## config.mk

```make
export PLATFORM = sky130hd
export DESIGN_NAME = udma_crc_acc
export DESIGN_NICKNAME = d
export VERILOG_FILES = /design/src/rtl/udma_crc_acc.sv
export SDC_FILE = /design/constraint.sdc
export NUM_CORES = 1
export LEC_CHECK = 0
export BUFFER_PORTS_ARGS = -buffer_cell sky130_fd_sc_hd__buf_4
export CELL_PAD_IN_SITES_DETAIL_PLACEMENT = 0
export CELL_PAD_IN_SITES_GLOBAL_PLACEMENT = 1
export CORE_AREA = 5 5 80 82
export CTS_CLUSTER_DIAMETER = 200
export DETAILED_ROUTE_END_ITERATION = 16
export DIE_AREA = 0 0 85 87
export GPL_ROUTABILITY_DRIVEN = 0
export HOLD_SLACK_MARGIN = 0.1
export PLACE_DENSITY_LB_ADDON = 0.1
export REMOVE_ABC_BUFFERS = 1
export SLEW_MARGIN = 10
export SYNTH_ARGS = -nofsm -noshare
export SYNTH_HDL_FRONTEND = slang
export SYNTH_SLANG_ARGS = --single-unit
export TNS_END_PERCENT = 1
```

## constraint.sdc

```tcl
create_clock -name clk -period 2.7 [get_ports clk]
set_clock_uncertainty 0.05 [all_clocks]
set_input_delay 0 -clock clk [delete_from_list [all_inputs] [get_ports clk]]
set_output_delay 0 -clock clk [all_outputs]
set_load 0.1 [all_outputs]
```

## src/rtl/udma_crc_acc.sv

```systemverilog
// Ultra DMA CRC accumulator/checker: seeds at burst start, folds each data word, compares with host CRC.
// Optional word counter enabled by defining UDMA_CRC_WORD_CNT_EN; otherwise word_cnt is tied to zero.
module udma_crc_acc #(
  parameter logic [15:0] SEED = 16'h4ABA
) (
  input  logic        clk,
  input  logic        rst_n,
  input  logic        burst_start,
  input  logic        burst_end,
  input  logic        burst_abort,
  input  logic        word_vld,
  input  logic [15:0] word,
  input  logic        host_crc_vld,
  input  logic [15:0] host_crc,
  input  logic        err_clr,
  output logic [15:0] crc,
  output logic        busy,
  output logic        crc_done,
  output logic        crc_ok,
  output logic        crc_err,
  output logic [15:0] word_cnt
);

  typedef enum logic [1:0] {IDLE, BURST, CHECK} state_t;

  state_t      state;
  logic        seed_load;
  logic        fold;
  logic [15:0] crc_base;
  logic [15:0] crc_next;

  // Parallel CRC step, G(X)=X16+X12+X5+1; data bit 0 enters first against CRC bit 15.
  function automatic logic [15:0] crc_step(input logic [15:0] d, input logic [15:0] c);
    logic [15:0] r;
    logic        fb;
    r = c;
    for (int i = 0; i < 16; i++) begin
      fb    = r[15] ^ d[i];
      r     = {r[14:0], fb};
      r[5]  = r[5] ^ fb;
      r[12] = r[12] ^ fb;
    end
    return r;
  endfunction

  // NOTE: every signal assigned in always_comb gets a value on every path, so no latch is inferred.
  always_comb begin
    seed_load = burst_start && !burst_abort && (state != CHECK);
    fold      = word_vld && (seed_load || (state == BURST && !burst_abort));
    crc_base  = seed_load ? SEED : crc;
    crc_next  = crc_step(word, crc_base);
  end

  // NOTE: sequential state uses non-blocking assignments so every register samples pre-edge values.
  always_ff @(posedge clk or negedge rst_n) begin
    if (!rst_n) begin
      state    <= IDLE;
      crc      <= SEED;
      busy     <= 1'b0;
      crc_done <= 1'b0;
      crc_ok   <= 1'b0;
      crc_err  <= 1'b0;
    end else begin
      crc_done <= 1'b0;
      // NOTE: a later non-blocking assignment to crc_err in the same cycle wins, giving set priority over clear.
      if (err_clr) crc_err <= 1'b0;

      if (fold)           crc <= crc_next;
      else if (seed_load) crc <= SEED;

      case (state)
        IDLE: begin
          if (seed_load) begin
            state  <= BURST;
            busy   <= 1'b1;
            crc_ok <= 1'b0;
          end
        end
        BURST: begin
          if (burst_abort) begin
            state <= IDLE;
            busy  <= 1'b0;
          end else if (seed_load) begin
            crc_ok <= 1'b0;
          end else if (burst_end) begin
            state <= CHECK;
          end
        end
        CHECK: begin
          if (burst_abort) begin
            state <= IDLE;
            busy  <= 1'b0;
          end else if (host_crc_vld) begin
            state    <= IDLE;
            busy     <= 1'b0;
            crc_done <= 1'b1;
            crc_ok   <= (host_crc == crc);
            if (host_crc != crc) crc_err <= 1'b1;
          end
        end
        default: begin
          state <= IDLE;
          busy  <= 1'b0;
        end
      endcase
    end
  end

`ifdef UDMA_CRC_WORD_CNT_EN
  logic [15:0] cnt;

  // Wraps silently at 16'hFFFF.
  always_ff @(posedge clk or negedge rst_n) begin
    if (!rst_n)         cnt <= 16'h0000;
    else if (seed_load) cnt <= {15'd0, word_vld};
    else if (fold)      cnt <= cnt + 16'd1;
  end

  assign word_cnt = cnt;
`else
  assign word_cnt = 16'h0000;
`endif

endmodule

```

==> impl_metrics.py, run 1 <==
metrics = {
    "detailed_routing": {
        "via_per_inst": 4.33,
        "drtAntennaViolNets": 0,
        "wire_per_inst_um": 14.8,
        "wl_um": 5040,
        "drt_iter0_drc": 38,
        "drcViolationCount": 0,
        "dr.pass1.iters": 4,
        "vias": 1476,
    },
    "pwr": {
        "p_leak_uw": 0.00113,
        "power_density_mw_per_mm2": 1220,
        "max-vdd-ir-drop_mv": 0.546,
    },
    "grt": {
        "grt_pass1_vias": 1510,
        "grt_use_total_pct": 13.6,
        "grt-busiest-layer": "met2",
        "overflow": 0,
        "grt_pass1_wl_um": 7820,
        "use_met1_pct": 18.0,
        "met2_usage_pct": 23.1,
        "grt_max_degree": 23,
        "antenna_found_initial": 0,
        "use_met3_pct": 2.27,
    },
    "placed_design": {
        "pre_cts_slack_ns": 0.187,
        "place_hpwl_um": 4100,
        "portBuffers": 59,
        "dp_cells": 329,
    },
    "cells_and_area": {
        "fill_cells": 577,
        "drive_gt1_share_pct": 34.6,
        "nNetsFinal": 307,
        "area_growth_pct": 32.0,
        "n_antenna_cell": 0,
        "post_layout_nonfiller_instances": 341,
    },
    "cts": {
        "insertion_delay_ns": 0.27,
        "cts_post_setup_buffers_inserted": 0,
        "root_buffer": "clkbuf_8",
        "cts_buffer_depth": 2,
        "cts_tree": "yes",
        "clk_pin_slew_ns": 0.09,
        "htreeDepth": 1,
        "cts.sinks": 22,
        "numCtsBuffers": 3,
    },
    "logic_synthesis": {
        "syn-instance-count": 197,
        "synth_seq_area_share_pct": 29.0,
        "yosysUniqueCellTypes": 35,
        "synth-seq-cells": 22,
        "synthesis.area_mm2": 0.00194,
        "synth_area_per_cell_um2": 9.83,
        "yosysWarnings": 0,
    },
    "job": {
        "max_cap_violations": 0,
    },
    "timing": {
        "tightestPinTransition_ns": 0.509,
        "fmax_mhz": 405,
        "slew_violations": 0,
        "min_period_ns": 2.47,
        "grt_setup_unrepaired": "no",
        "fin_crit_sh_pct": 91.5,
        "layout_setup_ws_ns": 0.231,
        "fin_setup_tns_ns": 0,
        "slew_headroom_pct": 65.8,
        "hold_viol": 0,
        "setup_viol": 0,
    },
    "setup_path": {
        "crit_fanout": 8,
        "crit_required_ns": 2.85,
        "crit_arrival_ns": 2.62,
        "cp-end-kind": "flop",
        "reg2regPathDepth": 8,
        "start_kind": "flop",
        "critPathKind": "flop to flop",
        "r2r-end": "crc[9]$_DFF_PN1_",
        "r2r_start": "state[1]$_DFFE_PN0P_",
        "worst-r2r-setup-slack_ns": 0.23,
    },
    "floorplan": {
        "rows": 28,
        "start_util_pct": 34.1,
        "core_region_area_mm2": 0.00568,
        "io_pins": 76,
        "dieArea_mm2": 0.00740,
        "die_w_um": 85,
        "die_h_um": 87,
    },
    "hold_path": {
        "worstHoldPathType": "input pin to async pin",
    },
    "run_status": {
        "status": "finished, final reports clean",
    },
}
where the power goes:
group	total [µW]	switching [µW]	internal [µW]
Combinational	2230	1390	839
Clock	316	118	198
Sequential	565	117	448
per-stage QoR:
stage               util, %  total power [µW]  hold slack, ns  cell area (µm²)
CTS                    45.0              3150           0.110             2550
global route           45.0              3300           0.134             2550
global placement       42.3              2830          -0.136             2400
detailed placement     42.3              2820          -0.137             2400
floorplan                 -              2390          -0.346             1830
finish                 45.0              3110           0.111             2550
flip-flops by register name, indices dropped and copies added (netlist names):
| register | flops |
|---|---|
| busy | 1 |
| crc | 16 |
| crc_err | 1 |
| crc_done | 1 |
| state | 2 |
| crc_ok | 1 |
placed cells by master, fill, tap and decap left out, types with 2 or more instances in the layout:
master | Yosys | routed
nor3_1 | 3 | 3
xnor3_2 | 2 | 2
inv_1 | 3 | 3
nor2_1 | 21 | 21
a21oi_1 | 11 | 11
xor2_1 | 29 | 29
xnor2_4 | 2 | 2
buf_4 | 17 | 63
dfrtp_1 | 14 | 14
a21oi_4 | 2 | 2
xnor2_2 | 3 | 3
nand2_1 | 7 | 7
o21ai_0 | 10 | 10
dfstp_2 | 8 | 8
xnor2_1 | 38 | 38
dlygate4sd3_1 | 0 | 8
nor4_1 | 4 | 4
conb_1 | 1 | 16
o21ai_2 | 2 | 2
clkbuf_8 | 0 | 3
nand3_1 | 2 | 2
logic make-up after synthesis:
logic type	Yosys count	synth area share [%]
compound gates	27	9.24
flops	22	29.0
simple gates	45	11.7
xor+xnor	76	40.1
buf+inv	24	8.73
fa+ha+maj	1	0.517
mux	1	0.517
other cells	1	0.194
per-layer routing:
layer	vias to the layer above	routed length (µm)
li1	750	-
met1	674	2280
met2	47	2420
met3	5	284
met4	0	57
met5	-	0
timing repair:
item | in CTS | in global routing
endpoints found under the hold margin | 28 | 0
resized for setup | 0 | 1
hold buffers | 8 | 0
setup endpoints to repair | 0 | 2
worst max-delay path, cell delays in order (launching register included):
cell     delay, ns
dfrtp_1       0.48
and2b_4       0.26
o21ai_2       0.18
xor2_1        0.24
xnor3_2       0.53
xor2_1        0.29
xnor2_1       0.15
nor2_1        0.06
xnor2_1       0.15
how the worst max path moves through the flow:
stage | from | end | cells after the start
floorplan | crc[8]$_DFF_PN0_ | crc[9]$_DFF_PN1_ | 7
global placement | state[1]$_DFFE_PN0P_ | crc[12]$_DFF_PN0_ | 8
detailed placement | state[1]$_DFFE_PN0P_ | crc[8]$_DFF_PN0_ | 8
CTS | state[1]$_DFFE_PN0P_ | crc[8]$_DFF_PN0_ | 8
global route | state[1]$_DFFE_PN0P_ | crc[9]$_DFF_PN1_ | 8
finish | state[1]$_DFFE_PN0P_ | crc[9]$_DFF_PN1_ | 8
cell usage after synthesis (all sizes together):
| cell type | count | area share, % |
|---|---|---|
| a21o | 1 | 0.39 |
| a21oi | 13 | 4.5 |
| and2b | 2 | 0.91 |
| and3b | 1 | 0.45 |
| buf | 19 | 7.8 |
| clkbuf | 2 | 0.39 |
| conb | 1 | 0.19 |
| dfrtp | 14 | 18 |
| dfstp | 8 | 11 |
| inv | 3 | 0.58 |
| maj3 | 1 | 0.52 |
| mux2i | 1 | 0.52 |
| nand2 | 7 | 1.4 |
| nand2b | 2 | 1.0 |
| nand3 | 2 | 0.52 |
| nand3b | 1 | 0.58 |
| nand4 | 1 | 0.32 |
| nor2 | 21 | 4.1 |
| nor3 | 3 | 0.78 |
| nor3b | 1 | 0.39 |
| nor4 | 4 | 1.3 |
| o21ai | 13 | 4.3 |
| xnor2 | 43 | 23 |
| xnor3 | 3 | 3.6 |
| xor2 | 30 | 14 |
layout make-up:
type	instances	area (µm²)	area share (%)
multi-input combinational	166	1260	49.5
sequential	22	561	21.9
timing repair buffer	71	553	21.6
tap	75	93.8	3.67
clock buffer	3	41.3	1.62
clock inverter	1	30.0	1.18
inverter	3	11.3	0.441
(Power assumes the default switching activity.)
==> run 2, diff against run 1 <==
--- a/config.mk
+++ b/config.mk
@@ -5,13 +5,15 @@
 export SDC_FILE = /design/constraint.sdc
 export NUM_CORES = 1
 export LEC_CHECK = 0
+export ABC_AREA = 1
 export BUFFER_PORTS_ARGS = -buffer_cell sky130_fd_sc_hd__buf_4
 export CELL_PAD_IN_SITES_DETAIL_PLACEMENT = 0
 export CELL_PAD_IN_SITES_GLOBAL_PLACEMENT = 1
-export CORE_AREA = 5 5 80 82
+export CORE_AREA = 5 5 84 86
+export CTS_BUF_LIST = sky130_fd_sc_hd__clkbuf_8
 export CTS_CLUSTER_DIAMETER = 200
 export DETAILED_ROUTE_END_ITERATION = 16
-export DIE_AREA = 0 0 85 87
+export DIE_AREA = 0 0 89 91
 export GPL_ROUTABILITY_DRIVEN = 0
 export HOLD_SLACK_MARGIN = 0.1
 export PLACE_DENSITY_LB_ADDON = 0.1
==> impl_metrics.py, run 2 <==
metrics = {
    "logic_synthesis": {
        "synthesis.area_mm2": 0.00216,
        "synth_ff_type": "dfrtp_1",
        "synth_area_leaders": "nand2_1 17%, dfrtp_1 16%, dfstp_2 9.7%",
        "synth_top_area_cell": "nand2_1",
        "synth_top_area_share_pct": 16.9,
        "synth_edf_count": 0,
        "post-synth-top-count-cell": "nand2_1",
        "syn-instance-count": 314,
        "yosysWarnings": 0,
        "yosysUniqueCellTypes": 33,
        "synth_seq_area_share_pct": 26.0,
        "synth_area_per_cell_um2": 6.87,
        "synth-seq-cells": 22,
        "async_flop_share_pct": 100,
        "synthTopCellsByCount": "97 x nand2_1, 41 x inv_1, 36 x nand3_1",
    },
    "setup_path": {
        "start_kind": "flop",
        "crit_slowest_cell": "dfrtp_1",
        "critPathKind": "flop to flop",
        "cp-end-kind": "flop",
        "crit_fanout": 27,
        "crit_arrival_ns": 2.43,
        "crit_top_cell": "nand2_1",
        "critical-path-top-delay-family": "simple AND/OR/NAND/NOR gates",
        "critical_path_buf_inv_count": 2,
        "crit_required_ns": 2.82,
        "crit_chain": "inv_1 -> nand2_2 -> nand2_4 -> nand2_1 -> xor2_2 -> nand2_1 -> nand2_2 -> nand2_1 -> nand2_1 -> nand2_1 -> nand3_1 -> nand2_1 -> nand2_1 -> inv_1",
        "max_stage_delay_ns": 0.38,
    },
    "grt": {
        "antenna_found_initial": 0,
        "grt_pass1_wl_um": 9470,
        "overflow": 0,
        "grt_max_degree": 28,
        "grt_pass1_vias": 2014,
        "grt_use_total_pct": 14.5,
    },
    "floorplan": {
        "core_region_area_mm2": 0.00620,
        "die_w_um": 89,
        "dieArea_mm2": 0.00810,
        "start_util_pct": 34.8,
        "io_pins": 76,
        "die_h_um": 91,
        "rows": 29,
    },
    "timing": {
        "tightestPinTransition_ns": 0.502,
        "hold_viol": 0,
        "fmax_mhz": 434,
        "slew_headroom_pct": 66.2,
        "fin_setup_tns_ns": 0,
        "fin_crit_sh_pct": 85.4,
        "min_period_ns": 2.31,
        "setup_viol": 0,
        "slew_violations": 0,
        "grt_setup_unrepaired": "no",
    },
    "cts": {
        "clk_pin_slew_ns": 0.09,
        "insertion_delay_ns": 0.27,
        "root_buffer": "clkbuf_8",
        "numCtsBuffers": 3,
        "cts_buffer_depth": 2,
        "post_cts_resized": 0,
        "htreeDepth": 1,
        "cts.sinks": 22,
        "cts_post_setup_buffers_inserted": 0,
        "cts_tree": "yes",
        "cts_hold_buf": 8,
    },
    "run_status": {
        "status": "finished, final reports clean",
    },
    "detailed_routing": {
        "drtAntennaViolNets": 0,
        "dr.pass1.iters": 4,
        "wl_um": 5690,
        "wire_per_inst_um": 12.4,
        "drcViolationCount": 0,
        "drt_iter0_drc": 59,
        "vias": 2048,
        "via_per_inst": 4.47,
    },
    "cells_and_area": {
        "reg_top3": "crc: 16 flops, state: 2 flops",
        "drive_gt1_share_pct": 26.8,
        "final_common_cell": "nand2_1",
        "area_growth_pct": 28.0,
        "mostFrequentLayoutCells": "97 x nand2_1, 61 x buf_4, 41 x inv_1",
        "fin_area_mm2": 0.00276,
        "final_util_pct": 44.5,
        "largest_reg_flops": 16,
        "fill_cells": 675,
        "nNetsFinal": 422,
        "n_antenna_cell": 0,
        "largest_register": "crc",
    },
    "pwr": {
        "p_leak_uw": 0.00155,
        "max-vdd-ir-drop_mv": 0.479,
        "power_density_mw_per_mm2": 1180,
    },
    "placed_design": {
        "post_dp_cell_area_mm2": 0.00261,
        "portBuffers": 59,
        "place_hpwl_um": 4650,
    },
    "job": {
        "max_cap_violations": 0,
    },
    "hold_path": {
        "worstHoldPathType": "input pin to async pin",
    },
}
[run 2: cell count changes in the layout (fill, tap and decap cells not counted), sizes merged, moves of 10 or more]
cell,change
nand2,+107
inv,+39
nand3,+37
xnor2,-36
a21oi,-13
nor2,-10
[run 2: layout make-up]
cell class	instances	area [µm²]	share of cell area [%]
clock inverters	1	30.0	1.09
flip-flops and latches	22	561	20.3
inverters	42	158	5.71
repair buffers	69	538	19.5
multi-input cells	244	1340	48.4
well taps	77	96.3	3.49
clock buffers	3	41.3	1.50
[run 2: power by group]
| part | switching, µW | total [µW] | internal [µW] |
|---|---|---|---|
| sequential | 124 | 597 | 474 |
| clock | 121 | 320 | 198 |
| combinational | 1710 | 2330 | 614 |
[run 2: per-layer routing]
layer	routed length (µm)	track usage, %	vias to the layer above
li1	-	-	1076
met1	2510	19.0	926
met2	2870	25.2	44
met3	285	1.72	2
met4	26	3.72	0
met5	0	0	-
[run 2: final timing paths]
| path | cells after the start | slack (ns) | start | endpoint |
|---|---|---|---|---|
| setup / recovery | 14 | 0.39 | state[0]$_DFFE_PN0P_ | crc[13]$_DFF_PN0_ |
| max in group asynchronous | 2 | 2.20 | rst_n | crc[5]$_DFF_PN1_ |
| min in group clk | 5 | 0.12 | word_vld | crc[5]$_DFF_PN1_ |
| setup reg to reg | 14 | 0.39 | state[0]$_DFFE_PN0P_ | crc[13]$_DFF_PN0_ |
| hold / removal | 2 | 0.11 | rst_n | busy$_DFFE_PN0P_ |
| hold reg to reg | 2 | 0.47 | busy$_DFFE_PN0P_ | busy$_DFFE_PN0P_ |
[run 2: kinds of logic (layout without fill, tap and decap cells)]
family,Yosys count,after routing,share of synthesized area (%)
AOI/OAI and AO/OA,18,18,4.64
DFF,22,22,26.0
and+or+nand+nor,176,176,38.1
other,1,16,0.174
xor gates and xnor gates,34,34,16.4
buffers and inverters,63,115,14.7
[run 2: stage by stage]
stage / power, µW / cells / setup WS (ns) / hold WS (ns)
finish: 3250 / 458 / 0.395 / 0.106
global route: 3500 / 458 / 0.125 / 0.137
CTS: 3280 / 458 / 0.359 / 0.117
detailed placement: 2940 / 446 / 0.375 / -0.131
global placement: 2960 / 446 / 0.424 / -0.132
floorplan: 2450 / 308 / 0.440 / -0.346
